==> src/rtl/pipe_stage_reg_pkg.sv <==
// Shared definitions for the inter-stage pipeline registers: bubble constant,
// occupancy state encoding and lane indices of the D->E boundary bundle.
package pipe_pkg;

   localparam int MAX_BUS_W = 1024;

   localparam logic [MAX_BUS_W-1:0] PIPE_NOP = '0;

   typedef enum logic [1:0] {
      EMPTY = 2'd0,
      ONE   = 2'd1,
      TWO   = 2'd2
   } pipe_state_t;

   localparam int LANE_IR  = 0;
   localparam int LANE_PC4 = 1;
   localparam int LANE_RS  = 2;
   localparam int LANE_RT  = 3;
   localparam int LANE_SH  = 4;
   localparam int LANE_EXT = 5;

endpackage

==> src/rtl/pipe_stage_reg_if.sv <==
// Valid/ready bundle bus through one pipeline stage register; master drives
// the upstream data and the downstream ready, slave is the stage itself.
interface pipe_stage_reg_if #(
   parameter int WIDTH = 32,
   parameter int LANES = 6
);
   logic                   In_Valid;
   logic                   In_Ready;
   logic [LANES*WIDTH-1:0] In_Data;
   logic                   Out_Valid;
   logic                   Out_Ready;
   logic [LANES*WIDTH-1:0] Out_Data;

   modport master (
      output In_Valid, In_Data, Out_Ready,
      input  In_Ready, Out_Valid, Out_Data
   );

   modport slave (
      input  In_Valid, In_Data, Out_Ready,
      output In_Ready, Out_Valid, Out_Data
   );
endinterface

==> src/rtl/pipe_stage_reg_sat_counter.sv <==
// Saturating up-counter with synchronous clear; value visible the cycle after inc.
// No backpressure: holds at all-ones once saturated until cleared.
module sat_counter #(
   parameter int CNT_W = 16
) (
   input  logic             clk,
   input  logic             inc,
   input  logic             clear,
   output logic [CNT_W-1:0] cnt
);
   logic [CNT_W-1:0] cnt_d;
   logic [CNT_W-1:0] cnt_q;

   always_comb begin
      cnt_d = cnt_q;
      if (clear) begin
         cnt_d = '0;
      end else if (inc && (cnt_q != {CNT_W{1'b1}})) begin
         cnt_d = cnt_q + CNT_W'(1);
      end
   end

   always_ff @(posedge clk) begin
      cnt_q <= cnt_d;
   end

   assign cnt = cnt_q;
endmodule

==> src/rtl/pipe_stage_reg.sv <==
// Flow-controlled stage register (1 or 2 entries), 1-cycle latency, flush-to-bubble.
// SKID=0: In_Ready follows Out_Ready combinationally; SKID=1: In_Ready registered, one bundle absorbed.
module pipe_stage_reg
   import pipe_pkg::*;
#(
   parameter int WIDTH = 32,
   parameter int LANES = 6,
   parameter int SKID  = 1,
   parameter int CNT_W = 16
) (
   input  logic             Clk,
   input  logic             Reset_n,
   input  logic             Flush,
   pipe_stage_reg_if.slave  bus,
   output logic [CNT_W-1:0] Stall_Cnt
);
   localparam int BUS_W = LANES * WIDTH;

   if (BUS_W > MAX_BUS_W) begin : g_width_check
      $error("pipe_stage_reg: LANES*WIDTH = %0d exceeds %0d", BUS_W, MAX_BUS_W);
   end

   localparam logic [BUS_W-1:0] NOP = PIPE_NOP[BUS_W-1:0];

   logic             in_xfer;
   logic             out_xfer;
   logic             in_rdy;
   logic             out_vld;
   logic [BUS_W-1:0] out_dat;

   assign in_xfer  = bus.In_Valid && in_rdy;
   assign out_xfer = out_vld && bus.Out_Ready;

   if (SKID == 0) begin : g_single
      logic             main_vld_d;
      logic             main_vld_q;
      logic [BUS_W-1:0] main_dat_d;
      logic [BUS_W-1:0] main_dat_q;

      always_comb begin
         main_vld_d = main_vld_q;
         main_dat_d = main_dat_q;
         if (Flush) begin
            main_vld_d = 1'b0;
            main_dat_d = NOP;
         end else if (in_xfer) begin
            main_vld_d = 1'b1;
            main_dat_d = bus.In_Data;
         end else if (out_xfer) begin
            main_vld_d = 1'b0;
            main_dat_d = NOP;
         end
      end

      always_ff @(posedge Clk) begin
         if (!Reset_n) begin
            main_vld_q <= 1'b0;
            main_dat_q <= NOP;
         end else begin
            main_vld_q <= main_vld_d;
            main_dat_q <= main_dat_d;
         end
      end

      assign in_rdy  = !main_vld_q || bus.Out_Ready;
      assign out_vld = main_vld_q;
      assign out_dat = main_dat_q;
   end else begin : g_skid
      pipe_state_t      state_d;
      pipe_state_t      state_q;
      logic [BUS_W-1:0] main_dat_d;
      logic [BUS_W-1:0] main_dat_q;
      logic [BUS_W-1:0] skid_dat_d;
      logic [BUS_W-1:0] skid_dat_q;

      always_comb begin
         state_d    = state_q;
         main_dat_d = main_dat_q;
         skid_dat_d = skid_dat_q;
         if (Flush) begin
            state_d    = EMPTY;
            main_dat_d = NOP;
            skid_dat_d = NOP;
         end else begin
            case (state_q)
               EMPTY: begin
                  if (in_xfer) begin
                     state_d    = ONE;
                     main_dat_d = bus.In_Data;
                  end
               end
               ONE: begin
                  if (in_xfer && out_xfer) begin
                     main_dat_d = bus.In_Data;
                  end else if (in_xfer) begin
                     state_d    = TWO;
                     skid_dat_d = bus.In_Data;
                  end else if (out_xfer) begin
                     state_d    = EMPTY;
                     main_dat_d = NOP;
                  end
               end
               TWO: begin
                  // In_Ready is low here, so only the drain side can move
                  if (out_xfer) begin
                     state_d    = ONE;
                     main_dat_d = skid_dat_q;
                     skid_dat_d = NOP;
                  end
               end
               default: begin
                  state_d    = EMPTY;
                  main_dat_d = NOP;
                  skid_dat_d = NOP;
               end
            endcase
         end
      end

      always_ff @(posedge Clk) begin
         if (!Reset_n) begin
            state_q    <= EMPTY;
            main_dat_q <= NOP;
            skid_dat_q <= NOP;
         end else begin
            state_q    <= state_d;
            main_dat_q <= main_dat_d;
            skid_dat_q <= skid_dat_d;
         end
      end

      assign in_rdy  = (state_q != TWO);
      assign out_vld = (state_q != EMPTY);
      assign out_dat = main_dat_q;
   end

   assign bus.In_Ready  = in_rdy;
   assign bus.Out_Valid = out_vld;
   assign bus.Out_Data  = out_dat;

   sat_counter #(
      .CNT_W (CNT_W)
   ) u_stall_cnt (
      .clk   (Clk),
      .inc   (out_vld && !bus.Out_Ready),
      .clear (!Reset_n),
      .cnt   (Stall_Cnt)
   );
endmodule

==> src/flat_wrapper.sv <==
// flat-port wrapper written by rule: the top's interface ports become plain ports
module pipe_stage_reg_flat import pipe_pkg::*;
#(
   parameter int WIDTH = 32,
   parameter int LANES = 6,
   parameter int SKID  = 1,
   parameter int CNT_W = 16
)
  (Clk, Reset_n, Flush, Stall_Cnt, bus_In_Valid, bus_In_Data, bus_Out_Ready, bus_In_Ready, bus_Out_Valid, bus_Out_Data);
  pipe_stage_reg_if #(.WIDTH(WIDTH), .LANES(LANES)) bus_i ();
  input  logic Clk;
  input  logic Reset_n;
  input  logic Flush;
  output logic [CNT_W-1:0] Stall_Cnt;
  input wire logic [$bits(bus_i.In_Valid)-1:0] bus_In_Valid;
  input wire logic [$bits(bus_i.In_Data)-1:0] bus_In_Data;
  input wire logic [$bits(bus_i.Out_Ready)-1:0] bus_Out_Ready;
  output wire logic [$bits(bus_i.In_Ready)-1:0] bus_In_Ready;
  output wire logic [$bits(bus_i.Out_Valid)-1:0] bus_Out_Valid;
  output wire logic [$bits(bus_i.Out_Data)-1:0] bus_Out_Data;
  assign bus_i.In_Valid = bus_In_Valid;
  assign bus_i.In_Data = bus_In_Data;
  assign bus_i.Out_Ready = bus_Out_Ready;
  assign bus_In_Ready = bus_i.In_Ready;
  assign bus_Out_Valid = bus_i.Out_Valid;
  assign bus_Out_Data = bus_i.Out_Data;
  pipe_stage_reg #(.WIDTH(WIDTH), .LANES(LANES), .SKID(SKID), .CNT_W(CNT_W)) u_core (.Clk(Clk), .Reset_n(Reset_n), .Flush(Flush), .bus(bus_i), .Stall_Cnt(Stall_Cnt));
endmodule
==> config.mk <==
export PLATFORM = sky130hd
export DESIGN_NAME = pipe_stage_reg_flat
export DESIGN_NICKNAME = d
export VERILOG_FILES = /design/src/rtl/pipe_stage_reg_pkg.sv /design/src/rtl/pipe_stage_reg_if.sv /design/src/rtl/pipe_stage_reg_sat_counter.sv /design/src/rtl/pipe_stage_reg.sv /design/src/flat_wrapper.sv
export SDC_FILE = /design/constraint.sdc
export NUM_CORES = 1
export LEC_CHECK = 0
export BUFFER_PORTS_ARGS = -buffer_cell sky130_fd_sc_hd__buf_2
export CORE_MARGIN = 2
export CORE_UTILIZATION = 50
export DETAILED_ROUTE_END_ITERATION = 8
export MAX_ROUTING_LAYER = met4
export PLACE_DENSITY_LB_ADDON = 0.12
export SETUP_SLACK_MARGIN = 0.05
export SLEW_MARGIN = 20
export SYNTH_ARGS = -nofsm -noshare
export SYNTH_HDL_FRONTEND = slang
export SYNTH_SLANG_ARGS = --single-unit
==> constraint.sdc <==
create_clock -name Clk -period 3.89 [get_ports Clk]
set_input_delay 0.389 -clock Clk [delete_from_list [all_inputs] [get_ports Clk]]
set_output_delay 0.389 -clock Clk [all_outputs]
set_load 0.05 [all_outputs]
Word-level counts from Yosys, hierarchy flattened
Index checks and enable logic that the tools add are counted.

$add $sub $neg: 1. Equal/unequal tests: 11. Mux-type cells: 14. Bitwise operators: 2. Reduce and logical (&&, ||, !) cells: 12.

Operators with widths (number): 192-bit two-way mux (6); 192-bit case mux with 3 select lines (2); 16-bit by 1-bit adder with 16-bit output, second input constant (1); 16-bit != test, second input constant (1); 4-bit AND reduction (3); 2-bit two-way mux (5); 2-bit by 1-bit != test with 1-bit output, second input constant (3); 3-bit by 1-bit != test with 1-bit output, second input constant (2); 2-bit case mux with 3 select lines (1); 1-bit logical AND (5); 2-bit != test, second input constant (2); 3-bit != test, second input constant (1); 2-bit by 1-bit == test with 1-bit output, second input constant (1); 2-bit == test, second input constant (1); 2-bit logical NOT (1); 1-bit inverter (2); 2-bit nonzero test (1); 2-bit OR reduction (1); 1-bit logical NOT (1).

Register bits after elaboration: 402. Input port bits: 197. Output and inout port bits: 210. Logic and storage cells: 44.

Depth between registers and ports, before layout
Depth in word-level cells: 6. Depth in mapped cells: 7. Gate-level depth less buffers: 5.

Modules after synthesis
A second synthesis with hierarchy kept.

Cells, all modules: 2063. Area, all modules: 17395.4 µm².

By module, submodules not included: pipe_stage_reg (times used 1, cells each 1964, area each 16547.1 µm², seq. area each 7727.4 µm²); sat_counter (times used 1, cells each 99, area each 848.3 µm², seq. area each 320.3 µm²).

Least setup slack after synthesis
OpenSTA, ideal clock, no wires.

Path type: reg-to-reg. Start point: register u_core.u_stall_cnt.cnt_q[1], in the netlist u_core.u_stall_cnt.cnt[1]. End point: register u_core.u_stall_cnt.cnt_q[0], in the netlist u_core.u_stall_cnt.cnt[0]. Setup time: 70 ps. Arrival: 2103 ps. Data required time: 3820 ps. Slack: 1717 ps. Stages on the path, launching flop included: 8. Buffers on the path: 2. Clock period less this slack: 2173 ps. Cells stage by stage: dfxtp_1 > ha_1 > nand3_1 > nor4_1 > buf_2 > buf_2 > o21ai_0 > a21oi_1.

Word-level cells in the longest chain between the ends: 2.

Ends and longest elaborated chain: from (decl) (RTL line pipe_stage_reg_sat_counter.sv:12) `logic [CNT_W-1:0] cnt_q;`; from (signal assigned) (RTL line pipe_stage_reg_sat_counter.sv:24) `cnt_q <= cnt_d;`; 16-bit != test (RTL line pipe_stage_reg_sat_counter.sv:18) `end else if (inc && (cnt_q != {CNT_W{1'b1}})) begin`; 1-bit logical AND (RTL line pipe_stage_reg_sat_counter.sv:18).

Every way passes these cells. A chain may end at the register's enable or synchronous reset.

Worst setup path in the final report
Start point: register u_core.g_skid.state_q[1]. End point: output port bus_In_Ready.

Word-level cells in the longest chain between the ends: 1.

Ends and longest elaborated chain: from (decl) (RTL line pipe_stage_reg.sv:70) `pipe_state_t state_q;`; from (signal assigned) (RTL line pipe_stage_reg.sv:126) `state_q <= state_d;`; 2-bit != test (RTL line pipe_stage_reg.sv:132) `assign in_rdy = (state_q != TWO);`; to (decl) (RTL line flat_wrapper.sv:18) `output wire logic [$bits(bus_i.In_Ready)-1:0] bus_In_Ready;`.

Every way passes these cells.

==> results.toml <==
[outcome]
status = "completed"

[layout]
nNetsFinal = 2232
fillerInstances = 2876
utilization_pct = 62.29
fin_area_um2 = 20370
multiInputGateArea_um2 = 7935
seq_area_um2 = 8048
syn_to_final_growth_pct = 22.33
drive_gt1_share_pct = 24.53

[cts]
cts_hold_buf = 0
path_clk_slew_ns = 0.06
cts_resized = 0
clk-insertion-delay-late_ns = 0.53
cts.sinks = 402
cts_buffers = 43
clock_path_buffers = 3
htreeDepth = 2
cts_tree = "yes"
cts-root-buf = "clkbuf_16"
postCtsSetupBuffers = 0

[sta]
finalWorstSetupSlack_ns = 1.025
period_share_pct = 73.65
max_slew.worst_pin.slew_ns = 1.118
fin_crit_ns = 2.865
setup_viol = 0
slew_violations = 0
finClkSkew_ns = 0.007240
fmax_ghz = 0.3490
rsz0062_at_grt = "no"
slew_headroom_pct = 25.46
final-hold-violation-count = 0
tns_ns = 0

[min_path]
min_path_type = "input pin to flop"

[routing]
via_per_inst = 5.778
vias = 14580
drt-total-wl_um = 48080
wl_per_cell_um = 19.06
ant_nets = 0
first_pass_iters = 7
first_iter_violations = 1350
drt_drc_violations_left = 0

[setup_path]
critPathTopFamily = "buffers and inverters"
start_kind = "flop"
worst_ep_required_time_ns = 3.50
cp_slowest_cell = "dfxtp_1"
worstPathMaxFanout = 30
worst-path-buf-inv = 3
end_kind = "output port"
path_class = "flop to output port"
worstPathArrival_ns = 2.48
cp_slowest_stage_delay_ns = 0.67
crit_path_cell_trace = "nor2b_4 -> buf_4 -> inv_1 -> buf_2"

[power_and_ir_drop]
ir_drop_mv = 0.2883
powerDensity_nw_per_um2 = 468.1
totalPowerFinal_mw = 9.536
leakagePower_nw = 8.196

[global_routing]
grt_antenna_before_repair = 16
grt-ovfl-total = 0
grt_pass1_vias = 13660
grt_start_max_net_pins = 115
grt_pass1_wl_um = 75700
grt.total_usage_pct = 27.16

[floorplanning]
core_area_um2 = 32700
ios = 407
die_area_um2 = 34780
rows = 66
die_h_um = 186.5
fp.dieW_um = 186.5
start_util_pct = 50.92

[logic_synthesis]
synth_area_leaders = "dfxtp_1, mux2i_1, nor2_1"
yosysTopAreaCell = "dfxtp_1"
synth_edf_count = 0
avgSynthCellArea_um2 = 9.581
synth_top_area_share_pct = 48.33
netlist_top_cells_count = "dfxtp_1, nor2_1, mux2i_1, and2_1, clkbuf_1"
synthFlopType = "dfxtp_1"
syn_area_um2 = 16650
ys_seq_elements = 402
async_reset_ff_share_pct = 0
yosysMostFrequentCell = "dfxtp_1"
yosysSeqAreaShare_pct = 48.33
ys_types = 41
syn_nets = 1936
syn_inst = 1738
ys_warn_count = 0

[place]
post-place-ws_ns = 1.284
place.detailed.hpwl_um = 29050
dpl_cell_area_um2 = 18880
portBuffers = 406
gp_congestion = 0.7851

[flow_run]
maxCapViolations = 0
[stage by stage]
step | hold WS [ns] | cells
global placement | 0.4715 | 2431
finish | 0.1017 | 2523
CTS | 0.07409 | 2505
floorplan | 0.4592 | 1738
detailed placement | 0.4812 | 2431
global route | 0.08935 | 2521
[final timing paths]
check | startpoint | endpoint | slack (ns) | depth (start not counted)
worst max-delay path | u_core.g_skid.state_q[1] | bus_In_Ready | 1.03 | 4
worst min-delay path | bus_In_Data[152] | u_core.bus.Out_Data[152] | 0.10 | 3
worst max register to register | u_core.g_skid.state_q[1] | u_core.bus.Out_Data[161] | 1.27 | 5
worst min register to register | u_core.g_skid.skid_dat_q[68] | u_core.g_skid.skid_dat_q[68] | 0.49 | 2
[final cells by class]
type	instances	share of cell area, %
Sequential cell	402	39.51
Multi-Input combinational cell	1151	38.96
Timing Repair Buffer	430	11.41
Clock buffer	65	6.339
Tap cell	442	2.715
Clock inverter	9	0.7310
Antenna cell	18	0.2211
Inverter	6	0.1167
[cell families (layout without fill, tap and decap cells)]
| kind of cell | count (synthesis) | in the layout | share of synthesized area (%) |
|---|---|---|---|
| simple gates | 627 | 627 | 17.73 |
| flops | 402 | 402 | 48.33 |
| compound gates | 326 | 326 | 17.51 |
| mux | 197 | 197 | 11.85 |
| buf+inv | 185 | 510 | 4.501 |
| fa+ha+maj | 1 | 1 | 0.07513 |
| other cells | 0 | 18 | 0 |
[where the power goes]
part | internal, mW | switching, mW
clock | 2.55 | 1.62
sequential | 4.20 | 0.0440
combinational | 0.398 | 0.736
total | 7.14 | 2.40
[per-layer routing]
| metal | GRT usage (%) | vias to the layer above | routed length [um] |
|---|---|---|---|
| met3 | 6.752 | 81 | 3852 |
| li1 | - | 6899 | - |
| met1 | 35.22 | 7059 | 20410 |
| met2 | 41.75 | 540 | 22580 |
| met5 | - | - | 0 |
| met4 | 8.669 | 0 | 1239 |
[layout by cell type, fill, tap and decap left out, types with 8 or more instances in the layout]
cell	count
a222oi_1	92
diode_2	18
clkbuf_8	9
mux2i_1	196
buf_12	9
a21oi_1	10
clkbuf_1	11
a32o_1	100
dfxtp_1	402
nor2_1	387
a22oi_1	100
buf_2	406
and2_1	190
o31ai_1	10
clkbuf_16	45
or4_1	8
buf_4	15
[worst reg2reg max path: stages, from the launching register on]
cell	delay (ns)
dfxtp_1	0.67
clkinv_2	0.41
mux2_8	0.67
buf_4	0.32
a222oi_1	0.35
nor2_1	0.07
[registers in the layout, indices dropped and copies added (netlist names)]
| name | cells |
|---|---|
| u_core.g_skid.skid_dat_q | 192 |
| u_core.g_skid.state_q | 2 |
| u_core.bus.Out_Data | 192 |
| u_core.u_stall_cnt.cnt | 16 |
Note: power is estimated with default switching activity, not from simulation.
